## src/rtl/calc_seq_alu.sv

```systemverilog
// Sequential keypad-calculator ALU: BCD operands are converted to binary one digit per cycle,
// then added/subtracted in one cycle, multiplied by shift-add or divided by restoring division.
module calc_seq_alu #(
  parameter int unsigned DIGITS = 2,
  parameter int unsigned OPW    = 7,
  localparam int unsigned RW    = 2 * OPW
) (
  input  logic                  clk,
  input  logic                  reset,
  input  logic                  start,
  input  logic [4*DIGITS-1:0]   a_digits,
  input  logic [4*DIGITS-1:0]   b_digits,
  input  logic [5:0]            arithmetic,
  output logic                  busy,
  output logic                  done,
  output logic [RW-1:0]         total,
  output logic [OPW-1:0]        rem,
  output logic                  neg,
  output logic                  err_op,
  output logic                  err_digit,
  output logic                  err_div0
);

  localparam logic [5:0] OpAdd = 6'd11;
  localparam logic [5:0] OpSub = 6'd12;
  localparam logic [5:0] OpMul = 6'd13;
  localparam logic [5:0] OpDiv = 6'd14;

  localparam int unsigned CntMax = (DIGITS > OPW) ? DIGITS : OPW;
  localparam int unsigned CW     = $clog2(CntMax + 1);

  typedef enum logic [1:0] {StIdle, StConv, StExec, StDone} state_e;

  state_e                state_q;
  logic [4*DIGITS-1:0]   a_q, b_q;
  logic [5:0]            op_q;
  logic [OPW-1:0]        num_a_q, num_b_q, part_q;
  logic [RW-1:0]         acc_q, mcand_q;
  logic [CW-1:0]         cnt_q;
  logic                  inv_op_q, bad_dig_q, div0_q;

  logic                  bad_in;
  logic [3:0]            dig_a, dig_b;
  logic [OPW-1:0]        conv_a, conv_b;
  logic [RW-1:0]         mul_acc;
  logic [OPW:0]          shifted, trial;
  logic                  fits;
  logic [OPW-1:0]        part_next, quo_next;
  logic                  last_conv, last_exec;

  always_comb begin
    bad_in = 1'b0;
    for (int i = 0; i < DIGITS; i++) begin
      if (a_digits[4*i +: 4] > 4'd9 || b_digits[4*i +: 4] > 4'd9) bad_in = 1'b1;
    end
    dig_a   = a_q[4*DIGITS-1 -: 4];
    dig_b   = b_q[4*DIGITS-1 -: 4];
    conv_a  = num_a_q * OPW'(10) + OPW'(dig_a);
    conv_b  = num_b_q * OPW'(10) + OPW'(dig_b);
    mul_acc = acc_q + (num_b_q[0] ? mcand_q : '0);
    // Restoring step: num_a_q shifts out dividend bits MSB first and fills with quotient bits.
    shifted   = {part_q, num_a_q[OPW-1]};
    trial     = shifted - {1'b0, num_b_q};
    fits      = shifted >= {1'b0, num_b_q};
    part_next = fits ? trial[OPW-1:0] : shifted[OPW-1:0];
    quo_next  = {num_a_q[OPW-2:0], fits};
    last_conv = (cnt_q == CW'(DIGITS - 1));
    last_exec = (cnt_q == CW'(OPW - 1));
  end

  always_ff @(posedge clk) begin
    if (reset) begin
      state_q   <= StIdle;
      a_q       <= '0;
      b_q       <= '0;
      op_q      <= '0;
      num_a_q   <= '0;
      num_b_q   <= '0;
      part_q    <= '0;
      acc_q     <= '0;
      mcand_q   <= '0;
      cnt_q     <= '0;
      inv_op_q  <= 1'b0;
      bad_dig_q <= 1'b0;
      div0_q    <= 1'b0;
      busy      <= 1'b0;
      done      <= 1'b0;
      total     <= '0;
      rem       <= '0;
      neg       <= 1'b0;
      err_op    <= 1'b0;
      err_digit <= 1'b0;
      err_div0  <= 1'b0;
    end else begin
      done <= 1'b0;
      unique case (state_q)
        StIdle: begin
          if (start) begin
            a_q       <= a_digits;
            b_q       <= b_digits;
            op_q      <= arithmetic;
            num_a_q   <= '0;
            num_b_q   <= '0;
            cnt_q     <= '0;
            bad_dig_q <= bad_in;
            div0_q    <= 1'b0;
            busy      <= 1'b1;
            if (arithmetic < OpAdd || arithmetic > OpDiv) begin
              inv_op_q <= 1'b1;
              state_q  <= StDone;
            end else begin
              inv_op_q <= 1'b0;
              state_q  <= StConv;
            end
          end
        end
        StConv: begin
          num_a_q <= conv_a;
          num_b_q <= conv_b;
          a_q     <= a_q << 4;
          b_q     <= b_q << 4;
          cnt_q   <= cnt_q + CW'(1);
          if (last_conv) begin
            cnt_q   <= '0;
            acc_q   <= '0;
            part_q  <= '0;
            mcand_q <= RW'(conv_a);
            if (bad_dig_q) begin
              state_q <= StDone;
            end else if (op_q == OpDiv && conv_b == '0) begin
              div0_q  <= 1'b1;
              state_q <= StDone;
            end else begin
              state_q <= StExec;
            end
          end
        end
        StExec: begin
          cnt_q <= cnt_q + CW'(1);
          if (op_q == OpAdd || op_q == OpSub || last_exec) begin
            done      <= 1'b1;
            busy      <= 1'b0;
            state_q   <= StIdle;
            rem       <= '0;
            neg       <= 1'b0;
            err_op    <= 1'b0;
            err_digit <= 1'b0;
            err_div0  <= 1'b0;
          end
          if (op_q == OpAdd) begin
            total <= RW'(num_a_q) + RW'(num_b_q);
          end else if (op_q == OpSub) begin
            if (num_a_q >= num_b_q) begin
              total <= RW'(num_a_q - num_b_q);
            end else begin
              total <= RW'(num_b_q - num_a_q);
              neg   <= 1'b1;
            end
          end else if (op_q == OpMul) begin
            acc_q   <= mul_acc;
            mcand_q <= mcand_q << 1;
            num_b_q <= num_b_q >> 1;
            if (last_exec) total <= mul_acc;
          end else begin
            num_a_q <= quo_next;
            part_q  <= part_next;
            if (last_exec) begin
              total <= RW'(quo_next);
              rem   <= part_next;
            end
          end
        end
        StDone: begin
          done      <= 1'b1;
          busy      <= 1'b0;
          state_q   <= StIdle;
          total     <= '0;
          rem       <= '0;
          neg       <= 1'b0;
          err_op    <= inv_op_q;
          err_digit <= !inv_op_q && bad_dig_q;
          err_div0  <= !inv_op_q && !bad_dig_q && div0_q;
        end
        default: state_q <= StIdle;
      endcase
    end
  end

endmodule

```

## config.mk

```make
export PLATFORM = sky130hd
export DESIGN_NAME = calc_seq_alu
export DESIGN_NICKNAME = d
export VERILOG_FILES = /design/src/rtl/calc_seq_alu.sv
export SDC_FILE = /design/constraint.sdc
export NUM_CORES = 1
export LEC_CHECK = 0
export ABC_CLOCK_PERIOD_IN_PS = 2700
export CORE_MARGIN = 2
export CORE_UTILIZATION = 49
export CTS_CLUSTER_SIZE = 28
export DETAILED_ROUTE_END_ITERATION = 7
export PLACE_DENSITY = 0.76
export RECOVER_POWER = 100
export REMOVE_ABC_BUFFERS = 1
export SYNTH_ARGS = -nofsm -noshare
export SYNTH_HDL_FRONTEND = slang
export SYNTH_SLANG_ARGS = --single-unit
```

## constraint.sdc

```tcl
create_clock -name clk -period 2.7 [get_ports clk]
set_input_delay 0.675 -clock clk [delete_from_list [all_inputs] [get_ports clk]]
set_output_delay 0.675 -clock clk [all_outputs]
set_load 0.01 [all_outputs]
```

# After elaboration in Yosys (flattened, before gate mapping)
# Cells that the tools add are included.
# op_classes
addsub,8
n_shift,0
n_reduce_logical,30
div_mod_pow,0
bitwise,0
n_mux,74
mul,2
magnitude_cmp,8
eq_ne,19
# ops
operator,count
two-way mux 14 bit,15
two-way mux 7 bit,17
case mux 14 bit (2 select lines),3
case mux 7 bit (3 select lines),2
case mux 8 bit (2 select lines),2
case mux 7 bit (2 select lines),2
AND reduction 5 bit,5
equality test 6 x 4 -> 1 bit (second input constant),4
!= test 2 bit (second input constant),9
> comparator 4 bit (second input constant),4
two-way mux 1 bit,16
two-way mux 8 bit,2
subtractor 7 x 7 -> 8 bit,2
adder 14 bit,1
adder 7 x 4 -> 7 bit,2
multiplier 7 x 3 -> 6 bit (second input constant),2
case mux 1 bit (2 select lines),6
AND reduction 2 bit,5
case mux 3 bit (3 select lines),1
adder 7 x 7 -> 8 bit,1
greater-or-equal comparator 8 x 7 -> 1 bit,1
two-way mux 2 bit,4
case mux 2 bit (4 select lines),1
greater-or-equal comparator 7 bit,1
19 further kinds,33
# totals
ram_bits,0
inputBits,25
mem_count,0
romBits,0
regBits,106
latchBits,0

# Depth between registers and ports, before layout
# Gate-level depths: netlist of run 1.
# depth
ltp_word,9
depth_mapped,11
depth_no_buf,10

# Worst setup path after synthesis of run 1
# No wires, ideal clock.
# synth_path
path_kind,reg-to-reg
from,register num_b_q[0]
to,register acc_q[12]
path_buffers,1
path_stages_with_launch,12
t_arrival_ns,2.725
path_slack_ns,-0.112
cell_sequence,dfxtp_1 > clkbuf_1 > and2_1 > ha_1 > inv_1 > fa_1 > nand2b_1 > a21o_1 > a2111oi_0 > o21ai_0 > nor3b_1 > o31ai_1
# synth_between
elab_chain_len,6
# synth_rtl
element,line,source
start: declaration,37,"logic [OPW-1:0] num_a_q, num_b_q, part_q;"
start signal: assignment,119,num_b_q <= conv_b;
start signal: assignment,162,num_b_q <= num_b_q >> 1;
two-way mux 14 bit,60,mul_acc = acc_q + (num_b_q[0] ? mcand_q : '0);
adder 14 bit,60,
two-way mux 14 bit,159,end else if (op_q == OpMul) begin
two-way mux 14 bit,152,end else if (op_q == OpSub) begin
two-way mux 14 bit,150,if (op_q == OpAdd) begin
case mux 14 bit (2 select lines),96,unique case (state_q)
end signal: assignment,160,acc_q <= mul_acc;
end: declaration,38,"logic [RW-1:0] acc_q, mcand_q;"
# Every way passes these cells. The select of a mux whose other input is x is not followed.
# A chain may end at the register's enable or synchronous reset.

# Worst setup path after layout of run 1
# layout_path
from,register num_a_q[6]
to,register rem[6]
# layout_between
elab_chain_len,7
word_cells_on_any_way,8
# layout_rtl
element,line,source
start: declaration,37,
start signal: assignment,118,num_a_q <= conv_a;
start signal: assignment,165,num_a_q <= quo_next;
subtractor 7 bit / greater-or-equal comparator 8 x 7 -> 1 bit (equally long branches),"63, 64",
two-way mux 7 bit *,65,part_next = fits ? trial[OPW-1:0] : shifted[OPW-1:0];
two-way mux 7 bit *,167,if (last_exec) begin
two-way mux 7 bit *,159,
two-way mux 7 bit *,152,
two-way mux 7 bit *,150,
case mux 7 bit (2 select lines) *,96,
end signal: assignment,169,rem <= part_next;
end: declaration,17,"output logic [OPW-1:0] rem,"
# Mark *: on every way between the ends. The rest lies on a longest branch, timed or not.

==> impl_metrics.tcl, run 1 <==
set metrics [dict create \
    leakage_nw 3.51 \
    h-tree-depth 3 \
    cp_max_fo 4 \
    crit_slowest_cell "a2111o_1" \
    synth-seq-cells 106 \
    synth_cell_types 76 \
    hp-class "reg -> reg" \
    num_antenna_cells 0 \
    viasPerCell 6.16 \
    cp_cell_sequence "inv_2, ha_1, inv_1, fa_1, a21o_1, a311o_1, a2111o_1, o221a_2, a31oi_1, nor2_1" \
    grt_pass1_vias 6674 \
    fin_skew_ns 0.0123 \
    coreArea_sq_um 14500 \
    p_clk_frac 0.229 \
    nets 1079 \
    clock_latency_ns 0.36 \
    place.port_buffers 51 \
    finish.instance_area_sq_um 8600 \
    dieArea_sq_um 15900 \
    mostFrequentLayoutCell "dfxtp_1" \
    crit_path_end_kind "register" \
    synth_top_area_cell "dfxtp_1" \
    avgSynthCellArea_sq_um 8.10 \
    slew_violations 0 \
    syn_to_final_growth_pct 17.7 \
    die_h_um 126 \
    hold_ws_ns 0.459 \
    critPathKind "reg -> reg" \
    slowest_delay_ns 0.41 \
    tightestPinTransition_ns 1.18 \
    intPower_mw 3.16 \
    synth.area.top_cells "dfxtp_1 (29%), ha_1 (11%), a21oi_1 (5.3%)" \
    p_seq_frac 0.347 \
    start_kind "register" \
    grt_overflow 0 \
    cts_root_buf "clkbuf_16" \
    status "complete, no violations" \
    finalSetupTns_ns 0 \
    postCtsHoldBufs 0 \
    rsz0062_at_grt "true" \
    drv_cap 0 \
    switching_share 0.417 \
    antenna_found_initial 0 \
    setup_viol 0 \
    drive_above_1_share 0.0975 \
    place_hpwl_um 16400 \
    p_switching_mw 2.26 \
    final_cell_mix "dfxtp_1 (104), nor2_1 (94), nand2_1 (81)" \
    layout_min_cycle_time_ns 2.58 \
    wl_um 21300 \
    gp_congestion 0.950 \
    placementRows 44 \
    total_power_mw 5.42 \
    grt_usage 0.266 \
    drtIter0Drc 822 \
    grt_pass1_wl_um 34400 \
    syn_inst 902 \
    finalHoldViolCount 0 \
    synth.top_cell.area_share 0.291 \
    post-route-period-util 0.956 \
    path_clk_slew_ns 0.07 \
    tritoncts "built" \
    fmax_mhz 388 \
    ant_nets 0 \
    synthFlopType "dfxtp_1" \
    pin_count 52 \
    wl_per_cell_um 18.3 \
    vdd_drop_max_mv 0.711 \
    yosysSeqAreaShare 0.291 \
    crit_arrival_ns 2.83 \
    vias 7202 \
    initial_utilization 0.503 \
    clockBufferDepth 2 \
    power.density_nw_per_um2 631 \
    worst_ep_required_time_ns 2.95 \
    relSlewSlack 0.214 \
    dr.pass1.iters 5 \
    synth_edf_count 0 \
    cts_made_buffers 9 \
    syn_area_sq_um 7300 \
    async_flop_share 0 \
    die_w_um 126 \
    ys_warn_count 0 \
    clock_sinks 106 \
    combPwrFrac 0.423 \
    postPlaceCellArea_sq_um 8290 \
    grt_max_degree 53 \
    drc_errors 0 \
]
[sequential cells by signal (all words and copies together) (netlist names), 2 cells and up]
| name | cells |
|---|---|
| a_q | 8 |
| acc_q | 14 |
| b_q | 8 |
| cnt_q | 3 |
| mcand_q | 14 |
| num_a_q | 7 |
| num_b_q | 7 |
| op_q | 6 |
| part_q | 7 |
| rem | 7 |
| state_q | 2 |
| total | 14 |
[cell families after synthesis]
kind of cell | count (synthesis) | share of synthesized area
xor gates and xnor gates | 32 | 0.0384
AOI/OAI and AO/OA | 292 | 0.267
muxes | 22 | 0.0307
and+or+nand+nor | 290 | 0.191
adders and majority gates | 73 | 0.134
DFF | 106 | 0.291
buffers and inverters | 87 | 0.0481
[metal layers]
layer,GRT usage,part of all wire,vias to the layer above
met5,0,0,-
met4,0.0944,0.029,0
met3,0.0489,0.067,50
met2,0.423,0.45,298
met1,0.364,0.45,3425
li1,-,-,3429
[what timing repair did]
| action | 4_1_cts | 5_1_grt |
|---|---|---|
| buffers inserted | 0 | 1 |
| endpoints found under the setup margin | 2 | 20 |
| gates resized for setup | 2 | 18 |
| pin swaps | 0 | 7 |
[synth_stat cells, drive strengths merged (4+ instances only)]
cell     count
dfxtp      106
o21ai       50
o221ai       5
ha          64
xnor2       22
a21boi       4
clkbuf      27
a211oi      16
o21a         9
o22ai        4
a21o        16
and3         4
buf         12
and2        17
nor3        12
o31ai        8
a31oi       11
nor3b        7
fa           9
nand2       82
mux2i       19
a22oi       31
inv         47
nor2b        8
xor2        10
a2111oi      4
nand2b      10
o211ai       7
a21oi       79
nor4b        4
a311oi       4
nor2        96
a32oi        6
a22o        13
nand3       30
[through the flow]
stage,instances,setup slack [ns],utilization
after global placement,1153,0.0927,0.571
final,1169,0.120,0.591
after global routing,1169,-0.00813,0.591
after detailed placement,1153,-0.0679,0.571
after CTS,1168,0.0316,0.589
after floorplan,863,-0.216,-
[area by class of cell]
class	instances	area (sq um)
Multi-Input combinational cell	709	4880
Sequential cell	106	2130
Fill cell	1344	5940
Tap cell	184	230
Clock buffer	11	233
Timing Repair Buffer	107	916
Clock inverter	4	27.5
Inverter	48	180
[power by group through the flow]
stage | combinational (mW) | clock [mW] | sequential, mW
3_3_place_gp | 2.26 | 0 | 1.91
4_1_cts | 2.28 | 1.26 | 1.88
2_1_floorplan | 1.46 | 0 | 1.88
6_report | 2.30 | 1.24 | 1.88
3_5_place_dp | 2.26 | 0 | 1.91
5_1_grt | 2.50 | 1.30 | 1.90
[critical path: cells and delay by family (launching register included)]
kind | cells | cell delay [ns]
buffers and inverters | 2 | 0.15
AOI/OAI and AO/OA | 5 | 1.35
adders and majority gates | 2 | 0.58
DFF | 1 | 0.34
and+or+nand+nor | 1 | 0.05
[worst paths after layout]
check | slack, ns | depth (start not counted) | from | end
max | 0.12 | 10 | num_a_q[6] | rem[6]
min | 0.46 | 2 | total[0] | total[0]
min reg2reg | 0.46 | 2 | total[0] | total[0]
max reg2reg | 0.12 | 10 | num_a_q[6] | rem[6]
No activity file was read; power rests on OpenSTA's default activity.
==> run 2: changes to the inputs <==
- CTS_CLUSTER_DIAMETER: unset -> 40
- CTS_CLUSTER_SIZE: 28 -> 8
==> results of run 2 <==
The final DEF is identical to that of run 1; final timing and power are the same.
==> run 3: changes to the inputs <==
- CORE_MARGIN: 2 -> 1.5
==> run 3 against run 2 <==
Effect of this change:
- routed wire length decreased by 0.71%
- critical path depth decreased by 1
- critical endpoint is now total[10]
- sequential share of layout area decreased by 0.072 points
- via count decreased by 0.76%
- non-clock buffer count decreased by 1
- core utilization increased by 0.21 points
==> impl_metrics.tcl, run 3 (synthesis results as in run 1) <==
set metrics [dict create \
    grt_pass1_wl_um 34200 \
    post-route-period-util 0.986 \
    relSlewSlack 0.387 \
    crit_arrival_ns 2.92 \
    die_w_um 125 \
    clock_latency_ns 0.37 \
    clock_sinks 106 \
    slowest_delay_ns 0.38 \
    ant_nets 0 \
    coreArea_sq_um 14500 \
    slew_violations 0 \
    viasPerCell 6.11 \
    die_h_um 125 \
    fmax_mhz 376 \
    vias 7147 \
    pin_count 52 \
    start_kind "register" \
    cts_made_buffers 9 \
    num_antenna_cells 0 \
    fillers 1345 \
    fin_cells 1169 \
    path_clk_slew_ns 0.08 \
    setup_slack_ns 0.0380 \
    status "complete, no violations" \
    grt_pass1_vias 6658 \
    crit_slowest_cell "dfxtp_4" \
    antenna_found_initial 0 \
    wl_um 21200 \
    fin_skew_ns 0.0120 \
    drtIter0Drc 691 \
    wl_per_cell_um 18.1 \
    vdd_drop_max_mv 0.821 \
    dr.pass1.iters 6 \
    worst_ep_required_time_ns 2.96 \
    cts_root_buf "clkbuf_16" \
    hp-class "reg -> reg" \
    tightestPinTransition_ns 0.910 \
    grt_max_degree 44 \
    place_hpwl_um 16100 \
    power.density_nw_per_um2 644 \
    cp_cell_sequence "buf_4, and2_1, ha_1, nand2_1, o21ai_0, a22o_1, a221o_1, a31o_2, a22o_1" \
    drc_errors 0 \
    drv_cap 0 \
    setup_viol 0 \
    dp.cells 1152 \
    gp_congestion 0.968 \
    place.port_buffers 51 \
    final_cell_mix "dfxtp_1 (103), nor2_1 (94), nand2_1 (82)" \
    tritoncts "built" \
    critPathKind "reg -> reg" \
    h-tree-depth 3 \
    grt_usage 0.270 \
    crit_buf_inv 1 \
    leakage_nw 3.54 \
    critical-path-top-delay-family "compound AO/OA/AOI/OAI gates" \
    dieArea_sq_um 15600 \
    reg_top3 "acc_q (14), mcand_q (14), total (14)" \
    crit_top_cell "a22o_1" \
    layout_min_cycle_time_ns 2.66 \
    nets 1078 \
    drive_above_1_share 0.0985 \
    placementRows 44 \
    crit_path_end_kind "register" \
    finalHoldViolCount 0 \
    grt_overflow 0 \
    place_ws_ns -0.134 \
    cp_max_fo 13 \
    ff_latch_area_sq_um 2130 \
    mostFrequentLayoutCell "dfxtp_1" \
    syn_to_final_growth_pct 18.1 \
    multi_input_area_sq_um 4890 \
    clockBufferDepth 2 \
    initial_utilization 0.503 \
    rsz0062_at_grt "true" \
]
==> run 3: per-layer routing <==
metal,routed length (um),GRT usage
met5,0,0
met3,1470,0.0531
met1,9760,0.369
met2,9470,0.426
met4,483,0.0929
==> run 3: through the flow <==
stage	area, sq um	setup TNS (ns)	util	power (mW)	hold slack (ns)
floorplan	7130	-2.65	-	3.34	0.433
global placement	8270	-0.0803	0.569	4.15	0.443
CTS	8570	0	0.590	5.55	0.458
detailed placement	8270	-0.197	0.569	4.18	0.448
finish	8630	0	0.593	5.55	0.451
global route	8630	-0.0493	0.593	5.88	0.489
==> run 3: layout make-up <==
cell class,instances,share of cell area
Multi-Input combinational cell,709,0.567
Sequential cell,106,0.247
Timing Repair Buffer,106,0.105
Tap cell,184,0.0267
Clock buffer,10,0.0265
Inverter,48,0.0209
Clock inverter,6,0.00754
==> run 3: where the power goes <==
group          internal [mW]  switching (mW)  leakage [nW]  total (mW)
Sequential              1.73           0.145         0.861        1.87
Combinational          0.800            1.49          2.54        2.29
Clock                  0.725           0.659         0.143        1.38
Total                   3.25            2.30          3.54        5.55
==> run 3: path summary, 6_finish.rpt <==
path                                 start         to  slack [ns]  cells after the start
worst max register to register  num_b_q[0]  total[10]        0.04                      9
worst max-delay path            num_b_q[0]  total[10]        0.04                      9
worst min-delay path              total[8]   total[8]        0.45                      2
worst min register to register    total[8]   total[8]        0.45                      2
==> run 3: worst register-to-register path: stages (launching register included) <==
cell and delay (ns):
dfxtp_4 0.38, buf_4 0.17, and2_1 0.18, ha_1 0.38, nand2_1 0.20, o21ai_0 0.18, a22o_1 0.28, a221o_1 0.35
a31o_2 0.24, a22o_1 0.19
==> run 3: timing repair <==
action	in CTS	in global routing
buffers inserted	0	1
pin swaps	0	5
endpoints found under the setup margin	2	23
hold buffers	0	0
gates resized for setup	2	17
